===== src/rtl/hex_disp_pkg.sv =====
// Shared types and active-high glyph constants for the multi-digit hex display driver.
package hex_disp_pkg;

  typedef enum logic [1:0] {StIdle, StScan, StDone} disp_state_e;

  localparam int unsigned SEG_A = 0;
  localparam int unsigned SEG_B = 1;
  localparam int unsigned SEG_C = 2;
  localparam int unsigned SEG_D = 3;
  localparam int unsigned SEG_E = 4;
  localparam int unsigned SEG_F = 5;
  localparam int unsigned SEG_G = 6;

  localparam logic [6:0] BIT_A = 7'(1 << SEG_A);
  localparam logic [6:0] BIT_B = 7'(1 << SEG_B);
  localparam logic [6:0] BIT_C = 7'(1 << SEG_C);
  localparam logic [6:0] BIT_D = 7'(1 << SEG_D);
  localparam logic [6:0] BIT_E = 7'(1 << SEG_E);
  localparam logic [6:0] BIT_F = 7'(1 << SEG_F);
  localparam logic [6:0] BIT_G = 7'(1 << SEG_G);

  localparam logic [6:0] GLYPH_0 = BIT_A | BIT_B | BIT_C | BIT_D | BIT_E | BIT_F;
  localparam logic [6:0] GLYPH_1 = BIT_B | BIT_C;
  localparam logic [6:0] GLYPH_2 = BIT_A | BIT_B | BIT_D | BIT_E | BIT_G;
  localparam logic [6:0] GLYPH_3 = BIT_A | BIT_B | BIT_C | BIT_D | BIT_G;
  localparam logic [6:0] GLYPH_4 = BIT_B | BIT_C | BIT_F | BIT_G;
  localparam logic [6:0] GLYPH_5 = BIT_A | BIT_C | BIT_D | BIT_F | BIT_G;
  localparam logic [6:0] GLYPH_6 = BIT_A | BIT_C | BIT_D | BIT_E | BIT_F | BIT_G;
  localparam logic [6:0] GLYPH_7 = BIT_A | BIT_B | BIT_C;
  localparam logic [6:0] GLYPH_8 = BIT_A | BIT_B | BIT_C | BIT_D | BIT_E | BIT_F | BIT_G;
  localparam logic [6:0] GLYPH_9 = BIT_A | BIT_B | BIT_C | BIT_D | BIT_F | BIT_G;
  localparam logic [6:0] GLYPH_A = BIT_A | BIT_B | BIT_C | BIT_E | BIT_F | BIT_G;
  localparam logic [6:0] GLYPH_B = BIT_C | BIT_D | BIT_E | BIT_F | BIT_G;
  localparam logic [6:0] GLYPH_C = BIT_A | BIT_D | BIT_E | BIT_F;
  localparam logic [6:0] GLYPH_D = BIT_B | BIT_C | BIT_D | BIT_E | BIT_G;
  localparam logic [6:0] GLYPH_E = BIT_A | BIT_D | BIT_E | BIT_F | BIT_G;
  localparam logic [6:0] GLYPH_F = BIT_A | BIT_E | BIT_F | BIT_G;
  localparam logic [6:0] GLYPH_BLANK = 7'h00;

endpackage


===== src/rtl/hex_display_driver_if.sv =====
// Load/display bus between a value source (master) and the hex display driver (slave).
interface hex_display_driver_if #(
  parameter int unsigned N_DIGITS = 6
);
  logic                    load_valid;
  logic                    load_ready;
  logic [4*N_DIGITS-1:0]   value;
  logic                    blank_lz;
  logic [N_DIGITS-1:0]     blink_mask;
  logic                    done;
  logic [7*N_DIGITS-1:0]   hex;

  modport master (
    output load_valid, value, blank_lz, blink_mask,
    input  load_ready, done, hex
  );

  modport slave (
    input  load_valid, value, blank_lz, blink_mask,
    output load_ready, done, hex
  );
endinterface


===== src/rtl/hex_seg_lut.sv =====
// Nibble to active-high seven-segment glyph; polarity is applied by the parent.
module hex_seg_lut
  import hex_disp_pkg::*;
(
  input  logic [3:0] nibble,
  output logic [6:0] seg
);

  always_comb begin
    seg = GLYPH_BLANK;
    unique case (nibble)
      4'h0: seg = GLYPH_0;
      4'h1: seg = GLYPH_1;
      4'h2: seg = GLYPH_2;
      4'h3: seg = GLYPH_3;
      4'h4: seg = GLYPH_4;
      4'h5: seg = GLYPH_5;
      4'h6: seg = GLYPH_6;
      4'h7: seg = GLYPH_7;
      4'h8: seg = GLYPH_8;
      4'h9: seg = GLYPH_9;
      4'hA: seg = GLYPH_A;
      4'hB: seg = GLYPH_B;
      4'hC: seg = GLYPH_C;
      4'hD: seg = GLYPH_D;
      4'hE: seg = GLYPH_E;
      4'hF: seg = GLYPH_F;
    endcase
  end

endmodule


===== src/rtl/hex_display_driver.sv =====
// Registered N-digit seven-segment driver, one digit decoded per cycle with leading-zero blanking.
// Digit blinking is built only when HEX_DRV_BLINK_EN is defined.
module hex_display_driver
  import hex_disp_pkg::*;
#(
  parameter int unsigned N_DIGITS   = 6,
  parameter bit          ACTIVE_LOW = 1'b1,
  parameter int unsigned BLINK_DIV  = 25000000
) (
  input logic               clk,
  input logic               resetn,
  hex_display_driver_if.slave bus
);

  localparam int unsigned    IdxW     = (N_DIGITS > 1) ? $clog2(N_DIGITS) : 1;
  localparam logic [IdxW-1:0] LastIdx = IdxW'(N_DIGITS - 1);
  localparam logic [6:0]     BlankPat = ACTIVE_LOW ? ~GLYPH_BLANK : GLYPH_BLANK;

  if (N_DIGITS < 1 || N_DIGITS > 8) begin : g_bad_n_digits
    $error("N_DIGITS must be in 1..8");
  end
  if (BLINK_DIV < 2) begin : g_bad_blink_div
    $error("BLINK_DIV must be at least 2");
  end

  disp_state_e           state_q, state_d;
  logic [IdxW-1:0]       idx_q, idx_d;
  logic                  lz_q, lz_d;
  logic [4*N_DIGITS-1:0] shadow_q, shadow_d;
  logic [6:0]            seg_q [N_DIGITS];
  logic [6:0]            seg_d [N_DIGITS];

  logic       accept;
  logic [3:0] nib;
  logic [6:0] glyph_raw;
  logic [6:0] glyph_pat;

  assign accept = (state_q == StIdle) && bus.load_valid;
  assign nib    = shadow_q[{idx_q, 2'b00} +: 4];

  hex_seg_lut u_lut (
    .nibble (nib),
    .seg    (glyph_raw)
  );

  assign glyph_pat = ACTIVE_LOW ? ~glyph_raw : glyph_raw;

  always_comb begin
    state_d  = state_q;
    idx_d    = idx_q;
    lz_d     = lz_q;
    shadow_d = shadow_q;
    seg_d    = seg_q;
    unique case (state_q)
      StIdle: begin
        if (accept) begin
          shadow_d = bus.value;
          idx_d    = LastIdx;
          lz_d     = bus.blank_lz;
          state_d  = StScan;
        end
      end
      StScan: begin
        // Digit 0 always shows a glyph so an all-zero value still reads "0".
        if (lz_q && (nib == 4'h0) && (idx_q != '0)) begin
          seg_d[idx_q] = BlankPat;
        end else begin
          seg_d[idx_q] = glyph_pat;
          lz_d         = 1'b0;
        end
        if (idx_q == '0) begin
          state_d = StDone;
        end else begin
          idx_d = idx_q - 1'b1;
        end
      end
      StDone:  state_d = StIdle;
      default: state_d = StIdle;
    endcase
  end

  always_ff @(posedge clk or negedge resetn) begin
    if (!resetn) begin
      state_q  <= StIdle;
      idx_q    <= '0;
      lz_q     <= 1'b0;
      shadow_q <= '0;
      for (int i = 0; i < N_DIGITS; i++) begin
        seg_q[i] <= BlankPat;
      end
    end else begin
      state_q  <= state_d;
      idx_q    <= idx_d;
      lz_q     <= lz_d;
      shadow_q <= shadow_d;
      seg_q    <= seg_d;
    end
  end

  logic                blink_on;
  logic [N_DIGITS-1:0] mask_q;

`ifdef HEX_DRV_BLINK_EN
  localparam int unsigned CntW = $clog2(BLINK_DIV);

  logic [CntW-1:0] cnt_q;
  logic            phase_q;

  // Counter free-runs across loads; only reset restarts the blink cadence.
  always_ff @(posedge clk or negedge resetn) begin
    if (!resetn) begin
      cnt_q   <= '0;
      phase_q <= 1'b0;
      mask_q  <= '0;
    end else begin
      if (cnt_q == CntW'(BLINK_DIV - 1)) begin
        cnt_q   <= '0;
        phase_q <= ~phase_q;
      end else begin
        cnt_q <= cnt_q + 1'b1;
      end
      if (accept) begin
        mask_q <= bus.blink_mask;
      end
    end
  end

  assign blink_on = phase_q;
`else
  logic unused_blink_mask;

  assign unused_blink_mask = ^bus.blink_mask;
  assign mask_q            = '0;
  assign blink_on          = 1'b0;
`endif

  for (genvar i = 0; i < N_DIGITS; i++) begin : g_out
    assign bus.hex[7*i +: 7] = (blink_on && mask_q[i]) ? BlankPat : seg_q[i];
  end

  assign bus.load_ready = (state_q == StIdle);
  assign bus.done       = (state_q == StDone);

endmodule


===== src/flat_wrapper.sv =====
// flat-port wrapper written by rule: the top's interface ports become plain ports
module hex_display_driver_flat import hex_disp_pkg::*;
#(
  parameter int unsigned N_DIGITS   = 6,
  parameter bit          ACTIVE_LOW = 1'b1,
  parameter int unsigned BLINK_DIV  = 25000000
)
  (clk, resetn, bus_load_valid, bus_value, bus_blank_lz, bus_blink_mask, bus_load_ready, bus_done, bus_hex);
  hex_display_driver_if #(.N_DIGITS(N_DIGITS)) bus_i ();
  input logic clk;
  input logic resetn;
  input wire logic [$bits(bus_i.load_valid)-1:0] bus_load_valid;
  input wire logic [$bits(bus_i.value)-1:0] bus_value;
  input wire logic [$bits(bus_i.blank_lz)-1:0] bus_blank_lz;
  input wire logic [$bits(bus_i.blink_mask)-1:0] bus_blink_mask;
  output wire logic [$bits(bus_i.load_ready)-1:0] bus_load_ready;
  output wire logic [$bits(bus_i.done)-1:0] bus_done;
  output wire logic [$bits(bus_i.hex)-1:0] bus_hex;
  assign bus_i.load_valid = bus_load_valid;
  assign bus_i.value = bus_value;
  assign bus_i.blank_lz = bus_blank_lz;
  assign bus_i.blink_mask = bus_blink_mask;
  assign bus_load_ready = bus_i.load_ready;
  assign bus_done = bus_i.done;
  assign bus_hex = bus_i.hex;
  hex_display_driver #(.N_DIGITS(N_DIGITS), .ACTIVE_LOW(ACTIVE_LOW), .BLINK_DIV(BLINK_DIV)) u_core (.clk(clk), .resetn(resetn), .bus(bus_i));
endmodule

===== config.mk =====
export PLATFORM = sky130hd
export DESIGN_NAME = hex_display_driver_flat
export DESIGN_NICKNAME = d
export VERILOG_FILES = /design/src/rtl/hex_disp_pkg.sv /design/src/rtl/hex_display_driver_if.sv /design/src/rtl/hex_seg_lut.sv /design/src/rtl/hex_display_driver.sv /design/src/flat_wrapper.sv
export SDC_FILE = /design/constraint.sdc
export NUM_CORES = 1
export LEC_CHECK = 0
export CORE_AREA = 8 8 93 95
export DETAILED_ROUTE_END_ITERATION = 8
export DIE_AREA = 0 0 101 103
export PLACE_DENSITY = 0.78
export SLEW_MARGIN = 20
export SYNTH_ARGS = -nofsm -noshare
export SYNTH_HDL_FRONTEND = slang
export SYNTH_SLANG_ARGS = --single-unit

===== constraint.sdc =====
create_clock -name clk -period 3.42 [get_ports clk]
set_clock_uncertainty 0.1 [all_clocks]
set_input_delay 0.513 -clock clk [delete_from_list [all_inputs] [get_ports clk]]
set_output_delay 0.513 -clock clk [all_outputs]
set_load 0.03 [all_outputs]

==> impl_results.md <==
* Layout area overhead at 28.0%
* Clock Latency Late Sink at 350 ps
* Average wire per standard cell at approximately 16 um
* Post-synthesis adder-cell area fraction at around 3.2%
* Post-Syn Area at 0.00347 mm2
* Max Root-Sink Buffers at 2
* Vias at about 2700
* Max incr delay on CP at 700 ps
* Most used DFF post-synth: dfstp_2
* Seq/Total Area, Yosys at 53.5%
* CP Data Required Time at between 3000 and 4000 ps
* Core Region at 0.00714 mm2
* Worst Hold Class: in -> async
* CTS Buf Count at 9
* Initial DRC Count at 133
* Die H at 103 um
* Port-buffer cells at 71
* I/O Pins at 78
* Share of layout cells above drive strength 1 at 22.6%
* Gr usage total at ~17%
* Worst setup startpoint: u_core.idx_q[2]
* Clock Tree Root: clkbuf_8
* Antenna violations before repair at 0
* Die Width at approximately 100 um
* Register area at 0.00185 mm2
* H-tree level count at 3
* Most numerous cell on the critical path: mux2i_1
* Slew @ Worst Pin at 887 ps
* Max_cap viols at 0
* Largest net degree at the start of global routing at between 40 and 50
* Row count at 31
* CTS clk-pin slew, worst paths at 90 ps
* Initial DRT Pass Iterations at 5
* Largest family of logic cells by synthesized area: simple AND/OR/NAND/NOR gates
* First-pass GRT wire length at 13800 um
* Hpwl dp at around 6000 um
* Final-report max-slew violation count at 0
* Max frequency at ~320 MHz
* N_diodes at 0
* Register bit total from synthesis at 72
* RSZ-0062 raised after global routing: false
* Final worst-path cycle share at about nine tenths
* CP startpoint kind: flip-flop
* Worst slew margin at 40.7%
* Pwr dens at 1220 mW/mm2
* Synth warn at 0
* LEAKAGE at ~2.0 nW
* Worst path slowest cell: dfrtp_1
* Starting density of the core at 48.6%
* Status: complete, no violations
* Wirelength, routed at 8210 um
* CP endpoint kind: flip-flop
* Area occupied by multi-input gates at 0.00150 mm2
* Post-DR vias/cell at about 5.2
* # DRC at 0
* Final hold violations at 0
* TritonCTS clock tree: done
* Fill cell total of the finished layout at 593
* Area post-placement at 0.00424 mm2
* Count of cell types in the netlist at 44
* Final net count at 450
* Simple-gate share of the synthesized area at 20.2%
* Mux cell area share after synthesis at 9.38%
* Post-CTS setup buffers at 0
* Synthesized Nets at approximately 380
* Complex-gate fraction of the synthesized area at 10.3%
* Post-synthesis cell count at 336
* Reg-to-reg critical path startpoint: u_core.idx_q[2]
* Setup TNS at 0 ps
* Final ANT Viol Nets at 0
* Period minus WS final at approximately 3000 ps
* Hold_buf cts at 0
* Maximum vdd drop at 0.609 mV
* Syn_area_per_cell at 10.3 um2
* Crit path cell chain: mux2i_1 -> o21ai_0 -> a221oi_1 -> ha_1 -> and3_1 -> mux2i_1 -> mux2i_1 -> mux2_2
* Critical Path AT at 3290 ps
* Vias in the first global route at 2768
* Clk sink count at 72
* Gp weighted congestion at between 0.7 and 0.8
* Gr ovfl total at 0
* Final setup fails at 0
* CTS resizes at 0
* Post-synthesis async set-or-reset flop share at 100%
* Max FO, Critical Path at 16
* Post-synth EDFFs at 0
* Area of the die at around 0.010 mm2
* Kind of critical path: reg -> reg
* Xor/xnor share of the synthesized area at 0%
* Design area at 0.00444 mm2
logic make-up after synthesis:
family                   count (synthesis)
adder cells (fa/ha/maj)                  9
buffers and inverters                   22
AND/OR/NAND/NOR                        154
multiplexers                            30
flip-flops                              72
AO/OA/AOI/OAI                           49
routing by layer:
metal | up-vias | GRT usage (%) | part of all wire, %
met2 | 66 | 28.6 | 51
met4 | 0 | 8.25 | 2.1
li1 | 1271 | - | -
met3 | 14 | 3.51 | 4.0
met1 | 1302 | 20.5 | 42
met5 | - | 0 | 0
metrics by stage:
step	total power, mW	cells	util (%)	worst slack, ps	hold WS (ps)
CTS	5.44	511	62.2	337	42.9
global placement	4.63	495	59.4	419	355
detailed placement	4.72	495	59.4	362	362
finish	5.41	511	62.2	334	48.6
global route	5.79	511	62.2	114	66.3
floorplan	3.81	336	-	579	117
flip-flops by register name, indices dropped and copies added, names as in the netlist:
signal,count
u_core.bus.hex,42
u_core.shadow_q,24
u_core.idx_q,3
u_core.state_q,2
u_core.lz_q,1
final timing paths:
kind                            slack, ps            endpoint  depth (start not counted)
worst max-delay path                  330  u_core.bus.hex[22]                          8
worst min-delay path                   50  u_core.shadow_q[3]                          1
worst max register to register        330  u_core.bus.hex[22]                          8
worst min register to register        370  u_core.shadow_q[4]                          2
max in group asynchronous            2190         u_core.lz_q                          2
min in group clk                      370  u_core.shadow_q[4]                          2
cells in the final DEF (no fill, tap or decap), types with 2 or more instances in the layout:
master,Yosys,final
a21oi_2,7,7
ha_1,9,9
dfstp_2,42,42
nor3b_1,2,2
and2_1,2,2
a31oi_1,2,2
dfrtp_1,30,30
and3_1,2,2
o21ai_0,15,15
a22oi_1,2,2
nor2_1,18,18
nor2b_1,5,5
mux2_1,7,7
nand2b_1,4,4
inv_1,6,6
nor3_1,5,5
inv_6,0,3
clkbuf_8,0,9
nand3b_1,3,3
nand3_1,4,4
mux2i_1,10,10
a21oi_1,13,13
buf_4,0,5
mux2_2,13,13
nand2_1,101,101
clkdlybuf4s50_1,0,70
cell type report:
| class | count | share of cell area (%) |
|---|---|---|
| inverter | 6 | 0.507 |
| sequential | 72 | 41.8 |
| clock buffer | 9 | 2.79 |
| timing repair buffer | 76 | 16.7 |
| clock inverter | 7 | 1.72 |
| multi-input combinational | 242 | 33.7 |
| tap | 99 | 2.79 |
power breakdown:
group          switching [mW]  internal [mW]  leakage [nW]  total (mW)
clock                   0.343          0.345         0.105       0.688
sequential              0.277           1.40         0.810        1.68
combinational            1.82           1.23          1.05        3.04
total                    2.43           2.97          1.97        5.41
synth_stat cells (3+ instances only):
| cell type | count | area, um2 |
|---|---|---|
| clkbuf_1 | 9 | 33.8 |
| a21oi_2 | 7 | 61.3 |
| nand3b_1 | 3 | 22.5 |
| nand2b_1 | 4 | 25.0 |
| ha_1 | 9 | 113 |
| dfstp_2 | 42 | 1100 |
| nand2_1 | 101 | 379 |
| o21ai_0 | 15 | 75.1 |
| buf_2 | 4 | 20.0 |
| nor2_1 | 18 | 67.6 |
| nand3_1 | 4 | 20.0 |
| mux2i_1 | 10 | 100 |
| nor2b_1 | 5 | 31.3 |
| dfrtp_1 | 30 | 751 |
| nor3_1 | 5 | 25.0 |
| inv_1 | 6 | 22.5 |
| mux2_2 | 13 | 146 |
| a21oi_1 | 13 | 65.1 |
| mux2_1 | 7 | 78.8 |
critical path, delay by kind of cell (launching register included):
family | cells | cell delay, ps
muxes | 4 | 1090
DFF | 1 | 700
AOI/OAI and AO/OA | 2 | 540
and+or+nand+nor | 1 | 360
adders and majority gates | 1 | 230
Power figures use the tool's default switching activity.
